`config.mk`:
```
export PLATFORM = sky130hd
export DESIGN_NAME = pb_key_event
export DESIGN_NICKNAME = d
export VERILOG_FILES = /design/src/rtl/pb_key_event.sv
export SDC_FILE = /design/constraint.sdc
export NUM_CORES = 1
export LEC_CHECK = 0
export ABC_AREA = 1
export CAP_MARGIN = 30
export CORE_ASPECT_RATIO = 1.5
export CORE_MARGIN = 3
export CORE_UTILIZATION = 63
export DETAILED_ROUTE_END_ITERATION = 10
export HOLD_SLACK_MARGIN = 0.05
export PLACE_DENSITY = 0.93
export SLEW_MARGIN = 30
export SYNTH_ARGS = -nofsm -noshare
export SYNTH_HDL_FRONTEND = slang
export SYNTH_SLANG_ARGS = --single-unit
```
`constraint.sdc`:
```
create_clock -name clk_1ms -period 4.4 [get_ports clk_1ms]
set_clock_uncertainty 0.15 [all_clocks]
set_input_delay 0.66 -clock clk_1ms [delete_from_list [all_inputs] [get_ports clk_1ms]]
set_output_delay 0.66 -clock clk_1ms [all_outputs]
set_load 0.005 [all_outputs]
```
`src/rtl/pb_key_event.sv`:
```
// Turns a debounced button level into PRESS / REPEAT / RELEASE events
// delivered through a 2-entry valid/ready queue; overflow flags lost PRESS/RELEASE.
module pb_key_event #(
    parameter int LONG_MS   = 500,
    parameter int REPEAT_MS = 100,
    parameter int CNT_W     = 16
) (
    input  logic       clk_1ms,
    input  logic       rst_n,
    input  logic       pbreg,
    output logic       evt_valid,
    input  logic       evt_ready,
    output logic [1:0] evt_code,
    output logic       held,
    output logic       overflow
);

    localparam logic [1:0] EV_NONE    = 2'b00;
    localparam logic [1:0] EV_PRESS   = 2'b01;
    localparam logic [1:0] EV_REPEAT  = 2'b10;
    localparam logic [1:0] EV_RELEASE = 2'b11;

    typedef enum logic [1:0] {IDLE, HOLD, RPT} state_t;

    state_t           state_reg;
    logic [CNT_W-1:0] cnt_reg;
    logic             pb_q_reg;
    logic             held_reg;
    logic             overflow_reg;
    logic [1:0]       q_reg [2];
    logic [1:0]       occ_reg;

    logic       rise;
    logic       fall;
    logic       long_hit;
    logic       rpt_hit;
    logic [1:0] gen_code;
    logic       pop;
    logic [1:0] occ_after;
    logic       push;
    logic       lost;

    assign rise     = pbreg & ~pb_q_reg;
    assign fall     = ~pbreg & pb_q_reg;
    assign long_hit = (cnt_reg == CNT_W'(LONG_MS - 1));
    assign rpt_hit  = (cnt_reg == CNT_W'(REPEAT_MS - 1));

    // A fall always wins over a threshold hit in the same cycle.
    always_comb begin
        gen_code = EV_NONE;
        case (state_reg)
            IDLE:    if (rise) gen_code = EV_PRESS;
            HOLD:    if (fall) gen_code = EV_RELEASE;
                     else if (long_hit) gen_code = EV_REPEAT;
            RPT:     if (fall) gen_code = EV_RELEASE;
                     else if (rpt_hit) gen_code = EV_REPEAT;
            default: gen_code = EV_NONE;
        endcase
    end

    // Occupancy is judged after this cycle's pop; REPEATs only land in an empty queue.
    assign pop       = (occ_reg != 2'd0) & evt_ready;
    assign occ_after = occ_reg - 2'(pop);
    assign push      = ((gen_code == EV_REPEAT) && (occ_after == 2'd0)) ||
                       (((gen_code == EV_PRESS) || (gen_code == EV_RELEASE)) && (occ_after != 2'd2));
    assign lost      = ((gen_code == EV_PRESS) || (gen_code == EV_RELEASE)) && (occ_after == 2'd2);

    always_ff @(posedge clk_1ms) begin
        if (!rst_n) begin
            state_reg <= IDLE;
            cnt_reg   <= '0;
            pb_q_reg  <= 1'b0;
            held_reg  <= 1'b0;
        end else begin
            pb_q_reg <= pbreg;
            case (state_reg)
                IDLE: begin
                    if (rise) begin
                        state_reg <= HOLD;
                        cnt_reg   <= '0;
                        held_reg  <= 1'b1;
                    end
                end
                HOLD: begin
                    if (fall) begin
                        state_reg <= IDLE;
                        held_reg  <= 1'b0;
                    end else if (long_hit) begin
                        state_reg <= RPT;
                        cnt_reg   <= '0;
                    end else begin
                        cnt_reg <= cnt_reg + CNT_W'(1);
                    end
                end
                RPT: begin
                    if (fall) begin
                        state_reg <= IDLE;
                        held_reg  <= 1'b0;
                    end else if (rpt_hit) begin
                        cnt_reg <= '0;
                    end else begin
                        cnt_reg <= cnt_reg + CNT_W'(1);
                    end
                end
                default: begin
                    state_reg <= IDLE;
                    held_reg  <= 1'b0;
                end
            endcase
        end
    end

    always_ff @(posedge clk_1ms) begin
        if (!rst_n) begin
            occ_reg      <= 2'd0;
            q_reg[0]     <= EV_NONE;
            q_reg[1]     <= EV_NONE;
            overflow_reg <= 1'b0;
        end else begin
            occ_reg <= occ_after + 2'(push);
            if (pop)
                q_reg[0] <= q_reg[1];
            // Later assignment wins when a pop and a push into the head coincide.
            if (push) begin
                if (occ_after == 2'd0)
                    q_reg[0] <= gen_code;
                else
                    q_reg[1] <= gen_code;
            end
            if (lost)
                overflow_reg <= 1'b1;
        end
    end

    assign evt_valid = (occ_reg != 2'd0);
    assign evt_code  = evt_valid ? q_reg[0] : EV_NONE;
    assign held      = held_reg;
    assign overflow  = overflow_reg;

endmodule
```
==> results of run 1 <==
==> area by class of cell <==
cell class,count,share of cell area
repair buffers,8,0.0462
flip-flops and latches,27,0.335
multi-input cells,162,0.500
well taps,23,0.0166
clock buffers,4,0.0152
inverters,40,0.0867
==> worst register-to-register path: stages (launching register included) <==
cell and delay, ns:
dfxtp_1 0.38, inv_1 0.10, ha_1 0.25, o21ai_2 0.19
nand3_2 0.27, inv_1 0.26, nand3b_1 0.21, nor2_1 0.19
a21oi_1 0.10, nor3_1 0.17
==> metal layers <==
metal	wire, um	track usage	part of all wire
met1	1180	0.247	0.37
met5	0	0	0
met3	143	0.0395	0.046
met2	1740	0.424	0.55
met4	84	0.0830	0.027
==> through the flow <==
stage	utilization	setup WS [ns]	total power (uW)
after floorplan	-	2.27	589
after global placement	0.729	1.62	647
after detailed placement	0.729	1.62	658
after CTS	0.741	1.94	760
after global routing	0.741	1.66	822
final	0.741	1.89	759
==> cells in the final DEF (no fill, tap or decap), types with 7 or more instances in the layout <==
cell              n
a21oi_1          15
nand2_1          48
clkdlybuf4s50_1   8
nor2_1           32
o21ai_0           8
ha_1              7
nor3_1           12
nand3_1          10
inv_1            37
dfxtp_1          23
==> where the power goes <==
group	switching, uW	internal [uW]
clock network	71.3	35.6
registers	20.3	287
logic	222	123
total	314	446
==> kinds of logic after synthesis <==
family                     Yosys count
AOI/OAI and AO/OA                   32
buffers and inverters               43
xor gates and xnor gates             1
adders and majority gates            7
DFF                                 27
and+or+nand+nor                    122
==> path summary, 6_finish.rpt <==
kind / start / to / slack [ns] / cells after the start
max: pbreg / cnt_reg[15] / 1.89 / 9
min: overflow / overflow / 0.32 / 2
max reg2reg: state_reg[1] / cnt_reg[15] / 2.07 / 9
min reg2reg: overflow / overflow / 0.32 / 2
==> results_dict.tcl, run 1 <==
set metrics [dict create \
    grt_pass1_vias 1447 \
    die_width_um 47.5 \
    hpwl_after_detailed_placement_mm 2.51 \
    criticalPathCategory "primary input to flip-flop" \
    ys_seq_area_frac 0.357 \
    asyncSetResetFlopFracSynth 0 \
    detailedRoute.firstPassIterationCount 6 \
    placed_area_um2 1710 \
    synthDistinctLibCells 29 \
    area_growth_pct 6.63 \
    yosys_warnings 0 \
    clock-sinks 27 \
    tritoncts "built" \
    synthesized_area_fraction_occupied_by_ao_oa_aoi_and_oai_cells 0.115 \
    cts_setup_buffers 0 \
    vias 1496 \
    post_synth_main_area_contributors "dfxtp_1 (28%), nand2_1 (11%), inv_1 (8.6%), edfxtp_1 (7.4%), nor2_1 (7.4%)" \
    wl_per_cell_um 11.9 \
    maxCapViolCount 0 \
    max_freq_ghz 0.398 \
    setup-tns-final_ns 0 \
    post_synth_fa_ha_maj_area_fraction 0.0539 \
    outcome "completed" \
    min_path_type "flip-flop to flip-flop" \
    postCtsResizedCells 0 \
    tightestPinTransition_ns 0.453 \
    drt_first_iter_violations 61 \
    max_stage_delay_ns 0.57 \
    grt_first_pass_wirelength_mm 5.55 \
    cts.path.max_buffers 2 \
    antenna_cells 0 \
    maxSlewHeadroom 0.697 \
    timing.final.crit_share 0.571 \
    clock_latency_ns 0.33 \
    critical_path.cell_chain "clkdlybuf4s50_1 > inv_2 > o21ai_2 > nand3_2 > inv_1 > nand3b_1 > nor2_1 > a21oi_1 > nor3_1" \
    vdd_ir_drop_max_uv 317 \
    place.port_buffers 8 \
    synth_top_area_share 0.284 \
    final_cell_count_no_fill 264 \
    post_synthesis_cell_type_with_the_largest_combined_area "dfxtp_1" \
    power.density_cell_area_nw_per_um2 438 \
    std_cell_rows 21 \
    clock_transition_at_the_registers_of_the_reported_paths_ns 0.14 \
    combinational_family_with_the_most_area_after_synthesis "simple AND/OR/NAND/NOR gates" \
    htree_num_levels 1 \
    finalInstanceArea_um2 1730 \
    finalHoldWorstSlack_ns 0.316 \
    synth-edff-count 4 \
    final_wirelength_mm 3.14 \
    critical_path.max_fanout 11 \
    synth_mux_area_frac 0 \
    die_area_um2 3240 \
    min_period_ns 2.51 \
    grt.overflow.total 0 \
    synth_common_cells "nand2_1 (48), inv_1 (37), nor2_1 (32), dfxtp_1 (23), a21oi_1 (15)" \
    pin_count_of_the_biggest_net_entering_global_routing 15 \
    crit_path_end_kind "flip-flop" \
    largest_reg_flops 16 \
    timing.final.setup_violations 0 \
    report.final.slew_viol_count 0 \
    worst_path_dominant_cell_family "buffers and inverters" \
    grt_use_total 0.230 \
    cts-buffers-inserted 3 \
    crit_arrival_ns 2.63 \
    cts.root.buffer_cell "clkbuf_4" \
    yosys_register_bits 27 \
    cpMaxStageDelayCell "clkdlybuf4s50_1" \
    nFillCells 201 \
    final_layout_size_suffix_gt1_frac 0.0996 \
    route.detailed.vias_per_inst 5.67 \
    ant_nets 0 \
    hold_viol 0 \
    synth_nets 243 \
    crit_buf_inv 3 \
    post-synth-top-count-cell "nand2_1" \
    dpl.cell_count 260 \
    pin_count 9 \
    synthCells 232 \
    total_drc_errors_in_the_routed_layout 0 \
    static-leakage-power_uw 0.000766 \
    core-area_um2 2340 \
    die-height_um 68.2 \
    post_synthesis_mean_instance_area_um2 7.00 \
    setup_repair_after_global_routing_missed_its_margin "no" \
    final_weighted_congestion_in_routability_driven_placement 0.829 \
    critical_path_required_ns 4.51 \
    multi_input_area_um2 866 \
    synth_xor_xnor_area_share 0.00539 \
    cts_hold_buf 0 \
    layout.nets 253 \
    synthesis.area_um2 1620 \
    dominant_synthesized_flop_cell "dfxtp_1" \
    synthSimpleGateAreaFrac 0.359 \
    initial_core_util 0.694 \
    worstSetupStartpointType "primary input" \
    antenna_found_initial 0 \
    seqCellArea_um2 581 \
]
Power figures use the tool's default switching activity.
==> run 2: changes to the inputs <==
- CORE_UTILIZATION: 63 -> 53
- PLACE_DENSITY: 0.93 -> 0.85
- clock period: 4.4 -> 2.1 ns (I/O delays scaled with it)
==> run 2 against run 1 <==
  * Flip-flop and latch count stayed put
  * Critical path depth is 3 higher
  * Highest routed layer unchanged
  * Combinational power grew to 2.7 times the previous value
  * Die area is 17% higher
  * Utilization is 7.5 points lower
  * Global-route usage is 2.3 points lower
  * Clock-buffer cell count is 1 lower
  * Worst setup slack worse by 1.8 ns
  * Sequential power is 110% higher
  * Largest cell class unchanged
  * Hold slack worse by 0.0079 ns
  * Clock power grew to 2.9 times the previous value
  * Largest power group unchanged
==> results_dict.tcl, run 2 (same netlist as run 1, synthesis figures left out) <==
set metrics [dict create \
    area_growth_pct 19.4 \
    criticalPathCategory "primary input to flip-flop" \
    grt_pass1_vias 1500 \
    critical_path.max_fanout 4 \
    detailedRoute.firstPassIterationCount 4 \
    die_width_um 51.2 \
    critical_path.cell_chain "clkdlybuf4s50_1 > inv_1 > nor2_1 > ha_1 > xnor2_1 > inv_1 > nor3_2 > nand2_2 > nand2_1 > nand2_1 > nand2_1 > inv_1" \
    clock_latency_ns 0.28 \
    route.detailed.vias_per_inst 5.11 \
    hold_viol 0 \
    leading_cell_types_in_the_layout_fill_and_taps_excluded "nand2_1 (48), inv_1 (36), nor2_1 (31)" \
    cts_setup_buffers 0 \
    timing.rr.start "state_reg[0]" \
    maxCapViolCount 0 \
    ant_nets 0 \
    tritoncts "built" \
    postCtsResizedCells 0 \
    crit_path_end_kind "flip-flop" \
    grt_use_total 0.207 \
    place.port_buffers 8 \
    timing.final.setup_violations 0 \
    max_stage_delay_ns 0.45 \
    antenna_cells 0 \
    final_core_utilization 0.666 \
    pin_count_of_the_biggest_net_entering_global_routing 17 \
    die_area_um2 3780 \
    std_cell_rows 24 \
    drt_first_iter_violations 63 \
    cts.root.buffer_cell "clkbuf_8" \
    core-area_um2 2910 \
    tightestPinTransition_ns 0.271 \
    final_weighted_congestion_in_routability_driven_placement 0.857 \
    max_freq_ghz 0.504 \
    die-height_um 73.8 \
    vdd_ir_drop_max_uv 653 \
    initial_core_util 0.558 \
    min_path_type "flip-flop to flip-flop" \
    worstHoldStart "overflow" \
    vias 1522 \
    critPathLaunch "evt_ready" \
    layout.nets 271 \
    cpMaxStageDelayCell "clkdlybuf4s50_1" \
    antenna_found_initial 0 \
    cts-buffers-inserted 3 \
    timing.final.crit_share 0.944 \
    min_period_ns 1.98 \
    htree_num_levels 1 \
    report.final.slew_viol_count 0 \
    grt_first_pass_wirelength_mm 6.02 \
    crit_arrival_ns 1.89 \
    grt.overflow.total 0 \
    p_total_uw 1880 \
    largest_reg_flops 16 \
    final_layout_size_suffix_gt1_frac 0.201 \
    final_common_cell "nand2_1" \
    critical_path_required_ns 2.01 \
    outcome "completed" \
    final_wirelength_mm 3.40 \
    worstSetupStartpointType "primary input" \
    clock_transition_at_the_registers_of_the_reported_paths_ns 0.10 \
    static-leakage-power_uw 0.000887 \
    power.density_cell_area_nw_per_um2 970 \
    clock-sinks 27 \
    cts.path.max_buffers 2 \
    total_drc_errors_in_the_routed_layout 0 \
    cts_hold_buf 0 \
    wl_per_cell_um 11.4 \
    hpwl_after_detailed_placement_mm 2.67 \
    maxSlewHeadroom 0.818 \
    pin_count 9 \
]
==> run 2: cell count changes in the layout (fill, tap and decap cells not counted), moves of 2 or more <==
cell / change
ha_1: -2
ha_2: +2
dfxtp_1: -4
clkbuf_8: +3
buf_4: +18
clkbuf_4: -3
dfxtp_2: +4
==> run 2: layout make-up <==
type / count / area [um^2]
Tap cell: 39 / 48.8
Multi-Input combinational cell: 162 / 891
Clock inverter: 1 / 7.51
Sequential cell: 27 / 586
Clock buffer: 3 / 41.3
Timing Repair Buffer: 26 / 215
Fill cell: 275 / 973
Inverter: 40 / 150
==> run 2: worst max-delay path: cells and delay by family <==
family	cells	cell delay [ns]
simple gates	6	0.61
buf+inv	4	0.62
fa+ha+maj	1	0.19
xor+xnor	1	0.15
==> run 2: worst paths after layout <==
check | to | slack (ns) | depth (start not counted)
max | q_reg[0][1] | 0.12 | 12
min reg2reg | overflow | 0.31 | 2
min | overflow | 0.31 | 2
max reg2reg | cnt_reg[12] | 0.15 | 10
==> run 2: power by group <==
group          internal (uW)  switching [uW]
registers                606            44.6
clock network            135             173
logic                    405             516
==> run 2: per-stage QoR <==
step	TNS [ns]	cell area, um^2	setup slack [ns]	hold slack (ns)	cells
6_report	0	1940	0.118	0.308	298
5_1_grt	-0.0635	1940	-0.0600	0.351	298
4_1_cts	0	1910	0.0807	0.310	298
3_5_place_dp	-1.67	1860	-0.213	0.295	294
3_3_place_gp	-1.04	1860	-0.158	0.290	294
2_1_floorplan	0	1620	0.166	0.258	232
==> run 2: metal layers <==
metal	track usage	part of all wire	up-vias
li1	-	-	797
met1	0.220	0.38	685
met2	0.390	0.56	31
met3	0.0203	0.026	9
met4	0.108	0.027	0
met5	0	0	-
==> RTL change (config.mk and constraints of run 2) <==
Change the parameter `CNT_W` from 16 to 18.
--- a/src/rtl/pb_key_event.sv
+++ b/src/rtl/pb_key_event.sv
@@ -5,3 +5,3 @@
     parameter int REPEAT_MS = 100,
-    parameter int CNT_W     = 16
+    parameter int CNT_W     = 18
 ) (
Behaviour: same outputs for any inputs over 10 cycles, from zero or initial values and one cycle with rst_n low; that may be too few to reach the edited logic, so the function may still have changed.
==> RTL change against run 2 <==
Total power is 27% higher. Critical path depth rose by 1. Count of clock-buffer cells in the layout rose by 5. Worst hold slack gained 0.0062 ns. Utilization up 5.8 points. Sequential cell count grew 2. Worst setup slack improved by 0.027 ns. Largest cell class unchanged. Cell area increased by 12%. Routed wire length increased by 14%. Area after synthesis is 6.6% higher. Final cell count grew 6.7%. Maximum frequency up 1.4%.
==> RTL change: results (changes against run 2) <==
status: "complete, no violations"
pg_clk_uw: 477  # +55%
comb_power_mw: 1.19  # +29%
power.switching_uw: 880  # +20%
pg_seq_uw: 716  # +10%
clkCellAreaFrac_pct: 4.14  # +1.6 points
place_inst: 309  # +5.1%
buf_share_pct: 12.7  # +1.6 points
fill_cells: 242  # -12%
stdcell_area_um2: 2170  # +12%
sh_seq_area_pct: 28.8  # -1.4 points
clkbuf_count: 8  # +5
cts.sink_count: 29  # +7.4%
gr-usage-met2_pct: 38.1  # -0.96 points
die_area_um2: 4000  # +6.0%
wire_per_inst_um: 12.2  # +7.2%
grt_max_degree: 10  # -7
grt_pass1_wl_um: 6780  # +13%
ys_seq_area_share_pct: 35.8  # +0.091 points
met1_usage_pct: 23.5  # +1.5 points
grt_pass1_vias: 1612  # +7.5%
layout-drive-gt1-share_pct: 26.9  # +6.8 points
vdd_drop_max_mv: 0.742  # +13%
timing.rr.start: "occ_reg[1]"
hpwl_um: 2950  # +10%
synthTopCellsByCount: "nand2_1 (49), nor2_1 (33), inv_1 (28), dfxtp_1 (25), a21oi_1 (13)"
power_leakage_nw: 0.918  # +3.5%
inv_count: 38  # -5.0%
hp-start: "held"
slew_headroom_pct: 72.1  # -9.7 points
placed_cell_area_um2: 2030  # +9.0%
fin_hold_ws_ns: 0.314  # +0.00616 ns
cpPeakStageDelay_ns: 0.34  # -0.11 ns
gp_congestion: 0.890  # +3.9%
drtIter0Drc: 54  # -14%
path_clk_slew_ns: 0.06  # -0.04 ns
cts_buffers: 5  # +2
synth_cells: 241  # +3.9%
synth.area.top_cells: "dfxtp_1 (29%), nand2_1 (11%), nor2_1 (7.2%)"
met3_usage_pct: 5.48  # +3.5 points
n_all_buffers: 34  # +31%
largest_register_ffs: 18  # +2
worstRegToRegCells: 13  # +3
multi_input_cells: 170  # +4.9%
r2r-end: "q_reg[0][1]"
-- RTL change: changes by cell type in the layout (fill, tap and decap cells not counted), sizes merged, moves of 3 or more --
cell    change
buf         +8
clkbuf      +5
a21oi       -3
inv         -3
nand3       +3
nor3b       +3
-- RTL change: cell families (layout without fill, tap and decap cells) --
family | Yosys count | in the layout | synth area share, %
DFF | 29 | 29 | 35.8
adders and majority gates | 6 | 6 | 4.34
xor gates and xnor gates | 2 | 2 | 1.01
AOI/OAI and AO/OA | 32 | 32 | 11.6
buffers and inverters | 42 | 80 | 9.46
and+or+nand+nor | 130 | 130 | 37.8
-- RTL change: worst max-delay path by stage --
| stage | startpoint | end | slack (ns) | cells after the start |
|---|---|---|---|---|
| 6_report | occ_reg[1] | q_reg[0][1] | 0.14 | 13 |
| 5_1_grt | state_reg[0] | q_reg[0][3] | 0.0007 | 10 |
| 4_1_cts | state_reg[1] | cnt_reg[15] | 0.05 | 10 |
| 3_5_place_dp | evt_ready | q_reg[0][1] | -0.18 | 12 |
| 3_3_place_gp | evt_ready | q_reg[0][1] | -0.11 | 12 |
| 2_1_floorplan | occ_reg[1] | q_reg[0][1] | 0.03 | 13 |
-- RTL change: routing by layer --
metal  vias up  wire [µm]  share of wire (%)
li1        859          -                  -
met1       782       1530                 39
met2        46       2050                 53
met3        16        166                4.3
met4         0        148                3.8
met5         -          0                  0
-- RTL change: repair_timing --
item / CTS / global route
endpoints found under the setup margin: 1 / 18
resized for setup: 1 / 15
hold endpoints to repair: 0 / 0
buffers inserted: 0 / 1
gates cloned: 0 / 0
pin swaps: 0 / 4
